--- config.mk ---
export PLATFORM = sky130hd
export DESIGN_NAME = coffee_dispense_sequencer_flat
export DESIGN_NICKNAME = d
export VERILOG_FILES = /design/src/rtl/coffee_dispense_sequencer_pkg.sv /design/src/rtl/coffee_dispense_sequencer_if.sv /design/src/rtl/coffee_dispense_sequencer_unit_timer.sv /design/src/rtl/coffee_dispense_sequencer.sv /design/src/flat_wrapper.sv
export SDC_FILE = /design/constraint.sdc
export NUM_CORES = 1
export LEC_CHECK = 0
export CORE_MARGIN = 8
export CORE_UTILIZATION = 40
export CTS_CLUSTER_SIZE = 10
export DETAILED_ROUTE_END_ITERATION = 8
export GPL_ROUTABILITY_DRIVEN = 0
export GPL_TIMING_DRIVEN = 0
export PLACE_DENSITY = 0.63
export SLEW_MARGIN = 20
export SYNTH_ARGS = -nofsm -noshare
export SYNTH_HDL_FRONTEND = slang
export SYNTH_SLANG_ARGS = --single-unit
export TNS_END_PERCENT = 100
--- constraint.sdc ---
create_clock -name clk -period 7.05 [get_ports clk]
set_clock_uncertainty 0.15 [all_clocks]
set_input_delay 0.705 -clock clk [delete_from_list [all_inputs] [get_ports clk]]
set_output_delay 0.705 -clock clk [all_outputs]
set_load 0.01 [all_outputs]
--- src/rtl/coffee_dispense_sequencer_pkg.sv ---
// -----------------------------------------------------------------------------
// coffee_pkg
// Shared types and constants for the coffee dispense sequencer:
//   - state_e  : sequencer FSM states
//   - ingr_e   : ingredient stages, in fixed pour order
//   - recipe_e : recipe identifiers, in row order of the default time table
//   - DEFAULT_TIMES / default_time() : factory time table, in time units
// -----------------------------------------------------------------------------
package coffee_pkg;

  typedef enum logic [1:0] {
    ST_IDLE,
    ST_SCAN,
    ST_POUR,
    ST_DONE
  } state_e;

  typedef enum logic [2:0] {
    WATER,
    COFFEE,
    MILK,
    CHOCOLATE,
    SUGAR
  } ingr_e;

  typedef enum logic [1:0] {
    EXPRESSO,
    WITH_MILK,
    CAPPUCCINO,
    MOCACCINO
  } recipe_e;

  localparam int DEF_RECIPES = 4;
  localparam int DEF_INGR    = 5;
  localparam int DEF_TIME_W  = 4;

  typedef logic [DEF_TIME_W-1:0] def_time_t;

  // Rows indexed by recipe_e, columns by ingr_e.
  localparam def_time_t DEFAULT_TIMES [DEF_RECIPES][DEF_INGR] = '{
    '{4'd2, 4'd3, 4'd0, 4'd0, 4'd1},  // EXPRESSO
    '{4'd2, 4'd2, 4'd1, 4'd0, 4'd1},  // WITH_MILK
    '{4'd2, 4'd1, 4'd2, 4'd0, 4'd1},  // CAPPUCCINO
    '{4'd1, 4'd1, 4'd1, 4'd2, 4'd1}   // MOCACCINO
  };

  // Factory time for (recipe, ingredient); cells outside the factory table
  // (larger parameterisations) default to 0, i.e. the stage is skipped.
  function automatic int default_time(input int r, input int i);
    if (r >= 0 && r < DEF_RECIPES && i >= 0 && i < DEF_INGR)
      return int'(DEFAULT_TIMES[r[1:0]][i[2:0]]);
    else
      return 0;
  endfunction

endpackage

--- src/rtl/coffee_dispense_sequencer_if.sv ---
// -----------------------------------------------------------------------------
// coffee_dispense_sequencer_if
// Order/valve bundle between the order-entry FSM and the sequencer.
//   master : order side   (drives start, recipe, abort; observes status/valves)
//   slave  : sequencer    (observes start, recipe, abort; drives status/valves)
// Signals:
//   start, recipe, abort          order request, recipe index, cancel
//   busy, valve, ingr_idx,        sequencer status and one-hot valve drive
//   units_left, done, err
// -----------------------------------------------------------------------------
interface coffee_dispense_sequencer_if #(
  parameter int N_INGR   = 5,
  parameter int TIME_W   = 4,
  parameter int RECIPE_W = 2
);
  localparam int IDX_W = $clog2(N_INGR + 1);

  logic                start;
  logic [RECIPE_W-1:0] recipe;
  logic                abort;
  logic                busy;
  logic [N_INGR-1:0]   valve;
  logic [IDX_W-1:0]    ingr_idx;
  logic [TIME_W-1:0]   units_left;
  logic                done;
  logic                err;

  modport master (
    output start, recipe, abort,
    input  busy, valve, ingr_idx, units_left, done, err
  );

  modport slave (
    input  start, recipe, abort,
    output busy, valve, ingr_idx, units_left, done, err
  );

endinterface

--- src/rtl/coffee_dispense_sequencer_unit_timer.sv ---
// -----------------------------------------------------------------------------
// coffee_unit_timer
// Prescaler (0..TICK_DIV-1) feeding a unit down-counter.
// Ports:
//   clk, rst_n   clock, asynchronous active-low reset
//   load         load units_left with load_val and restart the prescaler
//   load_val     units for the new stage
//   run          advance the prescaler (valve open)
//   clear        force both counters to zero
//   units_left   units remaining, including the current one
//   last         terminal count of the final unit of the stage
// Priority: clear > load > run.
// -----------------------------------------------------------------------------
module coffee_unit_timer #(
  parameter int TIME_W   = 4,
  parameter int TICK_DIV = 50000000
) (
  input  logic              clk,
  input  logic              rst_n,
  input  logic              load,
  input  logic [TIME_W-1:0] load_val,
  input  logic              run,
  input  logic              clear,
  output logic [TIME_W-1:0] units_left,
  output logic              last
);

  // A one-cycle unit needs no prescaler state; keep one bit so the
  // declaration stays legal.
  localparam int PRE_W = (TICK_DIV > 1) ? $clog2(TICK_DIV) : 1;

  logic [PRE_W-1:0]  pre_q;
  logic [TIME_W-1:0] units_q;
  logic              tick;

  generate
    if (TICK_DIV > 1) begin : g_div
      assign tick = (pre_q == PRE_W'(TICK_DIV - 1));
    end else begin : g_nodiv
      assign tick = 1'b1;
    end
  endgenerate

  assign units_left = units_q;
  assign last       = run && tick && (units_q == TIME_W'(1));

  always_ff @(posedge clk or negedge rst_n) begin
    if (!rst_n) begin
      pre_q   <= '0;
      units_q <= '0;
    end else if (clear) begin
      pre_q   <= '0;
      units_q <= '0;
    end else if (load) begin
      pre_q   <= '0;
      units_q <= load_val;
    end else if (run) begin
      if (tick) begin
        pre_q   <= '0;
        units_q <= units_q - TIME_W'(1);
      end else begin
        pre_q   <= pre_q + PRE_W'(1);
      end
    end
  end

endmodule

--- src/rtl/coffee_dispense_sequencer.sv ---
// -----------------------------------------------------------------------------
// coffee_dispense_sequencer
// Runs one drink order through the ingredient stages in fixed order, opening
// one valve at a time for time[recipe][stage] units of TICK_DIV cycles each.
// Zero-time stages are skipped at one SCAN cycle each; abort or an invalid
// recipe ends the order with done+err.
// Ports:
//   clk, rst_n      clock, asynchronous active-low reset
//   bus (slave)     start/recipe/abort in; busy/valve/ingr_idx/units_left/
//                   done/err out (all outputs registered)
//   cfg_we, cfg_recipe, cfg_ingr, cfg_time
//                   time-table write port, present only when
//                   COFFEE_SEQ_PROG_TABLE_EN is defined. Without the macro the
//                   table is the constant from coffee_pkg.
// -----------------------------------------------------------------------------
module coffee_dispense_sequencer
  import coffee_pkg::*;
#(
  parameter int N_RECIPES = 4,
  parameter int N_INGR    = 5,
  parameter int TIME_W    = 4,
  parameter int TICK_DIV  = 50000000,
  parameter int RECIPE_W  = $clog2(N_RECIPES)
) (
  input  logic                      clk,
  input  logic                      rst_n,
`ifdef COFFEE_SEQ_PROG_TABLE_EN
  input  logic                      cfg_we,
  input  logic [RECIPE_W-1:0]       cfg_recipe,
  input  logic [$clog2(N_INGR)-1:0] cfg_ingr,
  input  logic [TIME_W-1:0]         cfg_time,
`endif
  coffee_dispense_sequencer_if.slave bus
);

  localparam int IDX_W = $clog2(N_INGR + 1);

  state_e              state_q;
  logic                busy_q;
  logic [N_INGR-1:0]   valve_q;
  logic [IDX_W-1:0]    ingr_idx_q;
  logic                done_q;
  logic                err_q;
  logic [RECIPE_W-1:0] recipe_q;

  logic [TIME_W-1:0]   tbl [N_RECIPES][N_INGR];
  logic [TIME_W-1:0]   cur_time;
  logic [TIME_W-1:0]   units_left;
  logic                stage_last;
  logic                scan_end;
  logic                recipe_ok;
  logic                in_order;
  logic                timer_load;
  logic                timer_run;
  logic                timer_clear;

  // ---------------------------------------------------------------------------
  // Time table
  // ---------------------------------------------------------------------------
`ifdef COFFEE_SEQ_PROG_TABLE_EN
  // NOTE: this register array is reset on purpose, so every power-up starts
  // from the factory recipes; it is small enough that reset flops are cheap
  // and it avoids pouring with garbage times.
  always_ff @(posedge clk or negedge rst_n) begin
    if (!rst_n) begin
      for (int r = 0; r < N_RECIPES; r++)
        for (int i = 0; i < N_INGR; i++)
          tbl[r][i] <= TIME_W'(default_time(r, i));
    end else if (cfg_we && !busy_q &&
                 int'(cfg_recipe) < N_RECIPES && int'(cfg_ingr) < N_INGR) begin
      for (int r = 0; r < N_RECIPES; r++)
        for (int i = 0; i < N_INGR; i++)
          if (int'(cfg_recipe) == r && int'(cfg_ingr) == i)
            tbl[r][i] <= cfg_time;
    end
  end
`else
  for (genvar r = 0; r < N_RECIPES; r++) begin : g_rec
    for (genvar i = 0; i < N_INGR; i++) begin : g_ingr
      assign tbl[r][i] = TIME_W'(default_time(r, i));
    end
  end
`endif

  // Lookup for the current stage; the final index (N_INGR) reads as 0.
  always_comb begin
    // NOTE: default first so no path leaves cur_time unassigned (no latch).
    cur_time = '0;
    for (int r = 0; r < N_RECIPES; r++)
      for (int i = 0; i < N_INGR; i++)
        if (int'(recipe_q) == r && int'(ingr_idx_q) == i)
          cur_time = tbl[r][i];
  end

  // ---------------------------------------------------------------------------
  // Unit timer control
  // ---------------------------------------------------------------------------
  assign scan_end    = (ingr_idx_q == IDX_W'(N_INGR));
  assign recipe_ok   = (int'(bus.recipe) < N_RECIPES);
  assign in_order    = (state_q == ST_SCAN) || (state_q == ST_POUR);
  assign timer_load  = (state_q == ST_SCAN) && !bus.abort && !scan_end && (cur_time != '0);
  assign timer_run   = (state_q == ST_POUR) && !bus.abort;
  assign timer_clear = bus.abort && in_order;

  coffee_unit_timer #(
    .TIME_W   (TIME_W),
    .TICK_DIV (TICK_DIV)
  ) u_timer (
    .clk        (clk),
    .rst_n      (rst_n),
    .load       (timer_load),
    .load_val   (cur_time),
    .run        (timer_run),
    .clear      (timer_clear),
    .units_left (units_left),
    .last       (stage_last)
  );

  // ---------------------------------------------------------------------------
  // Sequencer FSM; every output is a flop so the valve drivers see clean edges.
  // ---------------------------------------------------------------------------
  always_ff @(posedge clk or negedge rst_n) begin
    if (!rst_n) begin
      state_q    <= ST_IDLE;
      busy_q     <= 1'b0;
      valve_q    <= '0;
      ingr_idx_q <= '0;
      done_q     <= 1'b0;
      err_q      <= 1'b0;
      recipe_q   <= '0;
    end else begin
      // NOTE: non-blocking throughout; this default is overridden by the
      // later assignments below, giving a single-cycle done pulse.
      done_q <= 1'b0;
      unique case (state_q)
        ST_IDLE: begin
          if (bus.start) begin
            recipe_q   <= bus.recipe;
            ingr_idx_q <= '0;
            busy_q     <= 1'b1;
            if (recipe_ok) begin
              err_q   <= 1'b0;
              state_q <= ST_SCAN;
            end else begin
              err_q   <= 1'b1;
              done_q  <= 1'b1;
              state_q <= ST_DONE;
            end
          end
        end

        ST_SCAN: begin
          if (bus.abort) begin
            err_q   <= 1'b1;
            done_q  <= 1'b1;
            state_q <= ST_DONE;
          end else if (scan_end) begin
            err_q   <= 1'b0;
            done_q  <= 1'b1;
            state_q <= ST_DONE;
          end else if (cur_time == '0) begin
            ingr_idx_q <= ingr_idx_q + IDX_W'(1);
          end else begin
            valve_q <= N_INGR'(1) << ingr_idx_q;
            state_q <= ST_POUR;
          end
        end

        ST_POUR: begin
          // Abort wins even on the terminal-count cycle.
          if (bus.abort) begin
            valve_q <= '0;
            err_q   <= 1'b1;
            done_q  <= 1'b1;
            state_q <= ST_DONE;
          end else if (stage_last) begin
            valve_q    <= '0;
            ingr_idx_q <= ingr_idx_q + IDX_W'(1);
            state_q    <= ST_SCAN;
          end
        end

        ST_DONE: begin
          busy_q  <= 1'b0;
          state_q <= ST_IDLE;
        end

        default: begin
          valve_q <= '0;
          busy_q  <= 1'b0;
          state_q <= ST_IDLE;
        end
      endcase
    end
  end

  assign bus.busy       = busy_q;
  assign bus.valve      = valve_q;
  assign bus.ingr_idx   = ingr_idx_q;
  assign bus.units_left = units_left;
  assign bus.done       = done_q;
  assign bus.err        = err_q;

endmodule

--- src/flat_wrapper.sv ---
// flat-port wrapper written by rule: the top's interface ports become plain ports
module coffee_dispense_sequencer_flat import coffee_pkg::*;
#(
  parameter int N_RECIPES = 4,
  parameter int N_INGR    = 5,
  parameter int TIME_W    = 4,
  parameter int TICK_DIV  = 50000000,
  parameter int RECIPE_W  = $clog2(N_RECIPES)
)
  (clk, rst_n, bus_start, bus_recipe, bus_abort, bus_busy, bus_valve, bus_ingr_idx, bus_units_left, bus_done, bus_err);
  coffee_dispense_sequencer_if #(.N_INGR(N_INGR), .TIME_W(TIME_W), .RECIPE_W(RECIPE_W)) bus_i ();
  input  logic clk;
  input  logic rst_n;
  input wire logic [$bits(bus_i.start)-1:0] bus_start;
  input wire logic [$bits(bus_i.recipe)-1:0] bus_recipe;
  input wire logic [$bits(bus_i.abort)-1:0] bus_abort;
  output wire logic [$bits(bus_i.busy)-1:0] bus_busy;
  output wire logic [$bits(bus_i.valve)-1:0] bus_valve;
  output wire logic [$bits(bus_i.ingr_idx)-1:0] bus_ingr_idx;
  output wire logic [$bits(bus_i.units_left)-1:0] bus_units_left;
  output wire logic [$bits(bus_i.done)-1:0] bus_done;
  output wire logic [$bits(bus_i.err)-1:0] bus_err;
  assign bus_i.start = bus_start;
  assign bus_i.recipe = bus_recipe;
  assign bus_i.abort = bus_abort;
  assign bus_busy = bus_i.busy;
  assign bus_valve = bus_i.valve;
  assign bus_ingr_idx = bus_i.ingr_idx;
  assign bus_units_left = bus_i.units_left;
  assign bus_done = bus_i.done;
  assign bus_err = bus_i.err;
  coffee_dispense_sequencer #(.N_RECIPES(N_RECIPES), .N_INGR(N_INGR), .TIME_W(TIME_W), .TICK_DIV(TICK_DIV), .RECIPE_W(RECIPE_W)) u_core (.clk(clk), .rst_n(rst_n), .bus(bus_i));
endmodule
After elaboration in Yosys (flattened, before gate mapping)

Index checks and enable logic that the tools add are counted.

Add/sub/neg operators: 3
Eq/ne operators: 24
Shift operators: 1
Muxes and demuxes: 59
Reduce and logical (&&, ||, !) cells: 47

Operators by type and width:

| operator                                                                | number |
|---|---|
| 26-bit 2-to-1 mux                                                       | 4 |
| 4-bit 2-to-1 mux                                                        | 23 |
| 1-bit logical AND                                                       | 27 |
| 26-bit by 1-bit adder with 26-bit output, second input constant         | 1 |
| 26-bit equality test, second input constant                             | 1 |
| 5-bit 2-to-1 mux                                                        | 5 |
| 3-bit 2-to-1 mux                                                        | 6 |
| 2-bit 2-to-1 mux                                                        | 7 |
| 2-bit inequality test, second input constant                            | 7 |
| 3-bit equality test, second input constant                              | 4 |
| 5-bit one-hot mux with 2 select lines                                   | 1 |
| 3-bit one-hot mux with 3 select lines                                   | 1 |
| 3-bit nonzero test                                                      | 3 |
| 2-bit equality test, second input constant                              | 4 |
| 1-bit 2-to-1 mux                                                        | 8 |
| 2-bit one-hot mux with 4 select lines                                   | 1 |
| 7-bit AND reduction                                                     | 1 |
| 3-bit by 2-bit inequality test with 1-bit output, second input constant | 2 |
| 2-bit AND reduction                                                     | 3 |
| 5-bit AND reduction                                                     | 1 |
| 1-bit by 3-bit << shifter with 5-bit output, first input constant       | 1 |
| 2-bit by 1-bit equality test with 1-bit output, second input constant   | 2 |
| 4-bit by 1-bit equality test with 1-bit output, second input constant   | 1 |
| 2-bit zero test                                                         | 2 |
| 15 further kinds                                                        | 18 |

Bits in registers: 45
Input bits: 6
Output and inout bits: 15

Logic depth before layout (Yosys ltp)

Depth in word-level cells: 27
Gate-level depth with buffers: 10
Gate-level depth less buffers: 9

Modules after synthesis

A second synthesis with hierarchy kept.

Cell total of the unflattened synthesis: 319
Area total of the unflattened synthesis: 2861.5 um2

Modules (own cells, without submodules):

| module                    | times used | cells an instance | area an instance (um2) | sequential area each (um2) |
|---|---|---|---|---|
| coffee_unit_timer         | 1          | 207               | 1824.2                 | 750.7 |
| coffee_dispense_sequencer | 1          | 112               | 1037.2                 | 375.4 |

Worst setup path after synthesis

No wires, ideal clock.

Kind: reg-to-reg
Start point: register u_core.u_timer.pre_q[0]
End point: register u_core.valve_q[3], in the netlist u_core.bus.valve[3]
Setup time: 0.125 ns
Data arrival time: 2.524 ns
Required time: 6.775 ns
Path slack: 4.251 ns
Stages on the path, launching flop included: 10
Path buffers: 1
Clock period less this slack: 2.799 ns
Path through: dfrtp_1 ha_1 nand3_1 and2b_1 nand4_2 or4b_4 and2_4 or3_1 buf_2 mux2_4

Longest elaborated chain between the ends: 5

RTL lines:

| item                                                              | line                                       | text |
|---|---|---|
| from (decl)                                                       | coffee_dispense_sequencer_unit_timer.sv:32 | `logic [PRE_W-1:0] pre_q;` |
| from (signal assigned)                                            | coffee_dispense_sequencer_unit_timer.sv:62 | `pre_q <= pre_q + PRE_W'(1);` |
| 26-bit equality test                                              | coffee_dispense_sequencer_unit_timer.sv:38 | `assign tick = (pre_q == PRE_W'(TICK_DIV - 1));` |
| 1-bit logical AND (2 in series)                                   | coffee_dispense_sequencer_unit_timer.sv:45 | `assign last = run && tick && (units_q == TIME_W'(1));` |
| 3-bit by 2-bit inequality test with 1-bit output (no source line) | n/a                                        |  |
| 5-bit AND reduction (no source line)                              | n/a                                        |  |
| to (signal assigned)                                              | coffee_dispense_sequencer.sv:164           | `valve_q <= N_INGR'(1) << ingr_idx_q;` |
| to (decl)                                                         | coffee_dispense_sequencer.sv:40            | `logic [N_INGR-1:0] valve_q;` |

No other way between the ends.
A chain may end at the register's enable or synchronous reset.

Worst setup path after layout

Start point: register u_core.ingr_idx_q[2], in the netlist u_core.bus.ingr_idx[2]
End point: register u_core.u_timer.pre_q[16]

Longest elaborated chain between the ends: 26
Elaborated cells between the ends (all ways): 53
Classes of those cells: eq/ne (5); mux (22); reduce/logical (26)

RTL lines:

| item                            | line                                       | text |
|---|---|---|
| from (decl)                     | coffee_dispense_sequencer.sv:41            | `logic [IDX_W-1:0] ingr_idx_q;` |
| from (signal assigned)          | coffee_dispense_sequencer.sv:162           | `ingr_idx_q <= ingr_idx_q + IDX_W'(1);` |
| from (signal assigned)          | coffee_dispense_sequencer.sv:178           | `ingr_idx_q <= ingr_idx_q + IDX_W'(1);` |
| 3-bit zero test                 | coffee_dispense_sequencer.sv:91            | `if (int'(recipe_q) == r && int'(ingr_idx_q) == i)` |
| 1-bit logical AND               | coffee_dispense_sequencer.sv:91            |  |
| 2-bit 2-to-1 mux                | coffee_dispense_sequencer.sv:91            |  |
| 4-bit 2-to-1 mux (19 in series) | coffee_dispense_sequencer.sv:91            |  |
| 4-bit nonzero test              | coffee_dispense_sequencer.sv:101           | `assign timer_load = (state_q == ST_SCAN) && !bus.abort && !scan_end && (cur_time != '0);` |
| 1-bit logical AND (*)           | coffee_dispense_sequencer.sv:101           |  |
| 26-bit 2-to-1 mux               | coffee_dispense_sequencer_unit_timer.sv:54 | `end else if (load) begin` |
| 26-bit 2-to-1 mux               | coffee_dispense_sequencer_unit_timer.sv:51 | `end else if (clear) begin` |

Every way passes the cells marked *; elsewhere a longest branch is shown, timed or not.

==> impl_metrics.json <==
{
  "setup_tns_ns": 0,
  "crit_path_top_delay_cell": "o41ai_2",
  "seq_area_frac_synth": 0.4231,
  "diodes": 0,
  "overflow": 0,
  "synthCells": 291,
  "synth_area_mm2": 0.002661,
  "setup_viol": 0,
  "cts_tree": "done",
  "cp-end-kind": "flop",
  "fp.dieH_um": 97.57,
  "cp_top_family": "compound AO/OA/AOI/OAI gates",
  "grt_pass1_vias": 2077,
  "fin_crit_ns": 3.252,
  "hold_path.class": "input port to asynchronous set/reset pin",
  "r2r-start": "u_core.bus.ingr_idx[2]",
  "synth_edf_count": 0,
  "synth_area_per_cell_um2": 9.145,
  "via_count": 2102,
  "regToRegSetupSlack_ns": 3.80,
  "crit_start": "u_core.bus.ingr_idx[2]",
  "slew_viol_final": 0,
  "worstPathRequired_ns": 7.12,
  "cts_made_buffers": 5,
  "wire_per_inst_um": 14.04,
  "yosys_register_bits": 45,
  "ant_nets": 0,
  "start_kind": "flop",
  "port_buffers": 20,
  "critical_path_class": "flop to flop",
  "syn_nets": 309,
  "synth_cell_types": 48,
  "first_pass_iters": 5,
  "final_core_util": 0.4790,
  "start_util": 0.4167,
  "tightest_slew_ns": 0.6796,
  "rows": 29,
  "insertion_delay_ns": 0.29,
  "cts-resized-gates": 0,
  "synthToLayoutAreaGrowth_pct": 14.95,
  "cts_buffer_depth": 2,
  "first_iter_violations": 133,
  "die_area_mm2": 0.009519,
  "cts.sinks": 45,
  "cp_slowest_stage_delay_ns": 0.64,
  "worstPathArrival_ns": 3.32,
  "track_usage": 0.1204,
  "hpwl_mm": 4.124,
  "drive_above_1_share": 0.05956,
  "ir_worst_vdd_mv": 0.2015,
  "ys_warn_count": 0,
  "final_common_cell": "dfrtp_1",
  "place_ws_ns": 3.689,
  "r2r_end": "u_core.u_timer.pre_q[16]",
  "final_nets": 337,
  "die_w_um": 97.57,
  "core-area_mm2": 0.006386,
  "h-tree-depth": 2,
  "drv_cap": 0,
  "ios": 21,
  "finalHoldViolations": 0,
  "fmax_mhz": 307.5,
  "grt_pass1_wl_mm": 9.804,
  "grt_max_degree": 30,
  "antenna_found_initial": 0,
  "p_leak_nw": 1.283,
  "cts_setup_buffers": 0,
  "rsz0062_at_grt": "no",
  "crit_fanout": 10,
  "maxSlewHeadroom": 0.5470,
  "fin_area_mm2": 0.003059,
  "final_cell_mix": "dfrtp_1 (45), nor2_1 (34), nand2_1 (30)",
  "path_cells": "inv_1, ha_1, nor3_1, o211ai_1, o221ai_1, o41ai_2, buf_2, o21ai_1, clkbuf_1, nor2_1",
  "crit_buf_inv": 3,
  "cellPowerDensity_mw_per_mm2": 333.7,
  "wl_mm": 5.559,
  "rr_worst_depth": 10,
  "timing.final.ws_setup_ns": 3.798,
  "root_buffer": "clkbuf_8",
  "status": "finished clean",
  "clkTransAtPathRegs_ns": 0.08,
  "placedInstanceArea_mm2": 0.002973,
  "synth_async_sr_flop_share": 1.000,
  "finalCritPeriodShare": 0.4613,
  "yosys_most_used_dff": "dfrtp_1",
  "hold_buffers": 0,
  "avgViaCountPerCell": 5.308,
  "drc": 0,
  "p_total_mw": 1.021
}
==> where the power goes <==
part | switching (mW) | internal (mW) | total, mW | leakage, nW
clock network | 0.0827 | 0.0779 | 0.161 | 0.0443
logic | 0.310 | 0.209 | 0.519 | 0.631
registers | 0.0402 | 0.301 | 0.341 | 0.608
total | 0.432 | 0.588 | 1.02 | 1.28
==> cells in the mapped netlist (2+ instances only) <==
master,n,share of area
a2111oi_0,4,0.013
a211oi_1,8,0.023
a21oi_1,16,0.030
and2_1,3,0.0071
buf_2,2,0.0038
clkbuf_1,7,0.0099
dfrtp_1,45,0.42
ha_1,12,0.056
inv_1,20,0.028
mux2_2,3,0.013
mux2_4,2,0.011
mux2i_1,5,0.019
nand2_1,30,0.042
nand2b_1,5,0.012
nand3_1,10,0.019
nand4_1,7,0.016
nor2_1,34,0.048
nor2b_1,5,0.012
nor3_1,3,0.0056
nor4_1,2,0.0047
o21a_1,2,0.0056
o21ai_0,8,0.015
o22ai_1,3,0.0071
o41ai_1,2,0.0066
or3_1,4,0.0094
xnor2_1,26,0.086
xor2_1,2,0.0066
==> sequential cells by signal (all words and copies together) (netlist names) <==
| register | cells |
|---|---|
| u_core.u_timer.pre_q | 26 |
| u_core.bus.valve | 5 |
| u_core.u_timer.units_left | 4 |
| u_core.bus.ingr_idx | 3 |
| u_core.recipe_q | 2 |
| u_core.state_q | 2 |
| u_core.bus.busy | 1 |
| u_core.bus.done | 1 |
| u_core.bus.err | 1 |
==> area by class of cell <==
cell class | count | area (um2)
buffer | 10 | 40.04
clock buffer | 7 | 86.33
fill | 636 | 3327
inverter | 20 | 75.07
multi-input combinational | 216 | 1420
sequential | 45 | 1126
tap | 77 | 96.34
timing repair buffer | 21 | 215.2
==> worst register-to-register path, delay by kind of cell, from the launching register on <==
family                     cells  cell delay, ns
AOI/OAI and AO/OA              4            1.21
buffers and inverters          3            0.80
DFF                            1            0.47
adders and majority gates      1            0.30
and+or+nand+nor                2            0.24
==> how the worst max path moves through the flow <==
stage | end | depth (start not counted) | slack [ns]
CTS | u_core.u_timer.pre_q[21] | 10 | 3.78
finish | u_core.u_timer.pre_q[16] | 10 | 3.80
floorplan | u_core.bus.valve[3] | 9 | 4.25
detailed placement | u_core.u_timer.pre_q[21] | 8 | 3.69
global route | u_core.u_timer.pre_q[21] | 10 | 3.51
global placement | u_core.u_timer.pre_q[12] | 8 | 3.76
==> metal layers <==
metal | track usage | routed length (um)
met2 | 0.1857 | 2500
met3 | 0.02418 | 143
met1 | 0.1605 | 2821
met4 | 0.04545 | 94
met5 | 0 | 0
==> cells by family (layout without fill, tap and decap cells) <==
family,Yosys count,count (layout),share of synthesized area
buffers and inverters,30,58,0.04325
multiplexers,10,10,0.04278
AND/OR/NAND/NOR,112,112,0.2069
adder cells (fa/ha/maj),12,12,0.05642
XOR/XNOR,28,28,0.09215
flip-flops,45,45,0.4231
AO/OA/AOI/OAI,54,54,0.1354
==> stage by stage <==
step                      std cells  hold slack (ns)
after floorplan                 291           0.2594
after global placement          388           0.3191
after detailed placement        389           0.3205
after CTS                       396           0.1787
after global routing            396           0.1919
final                           396           0.1701
Power figures use the tool's default switching activity.
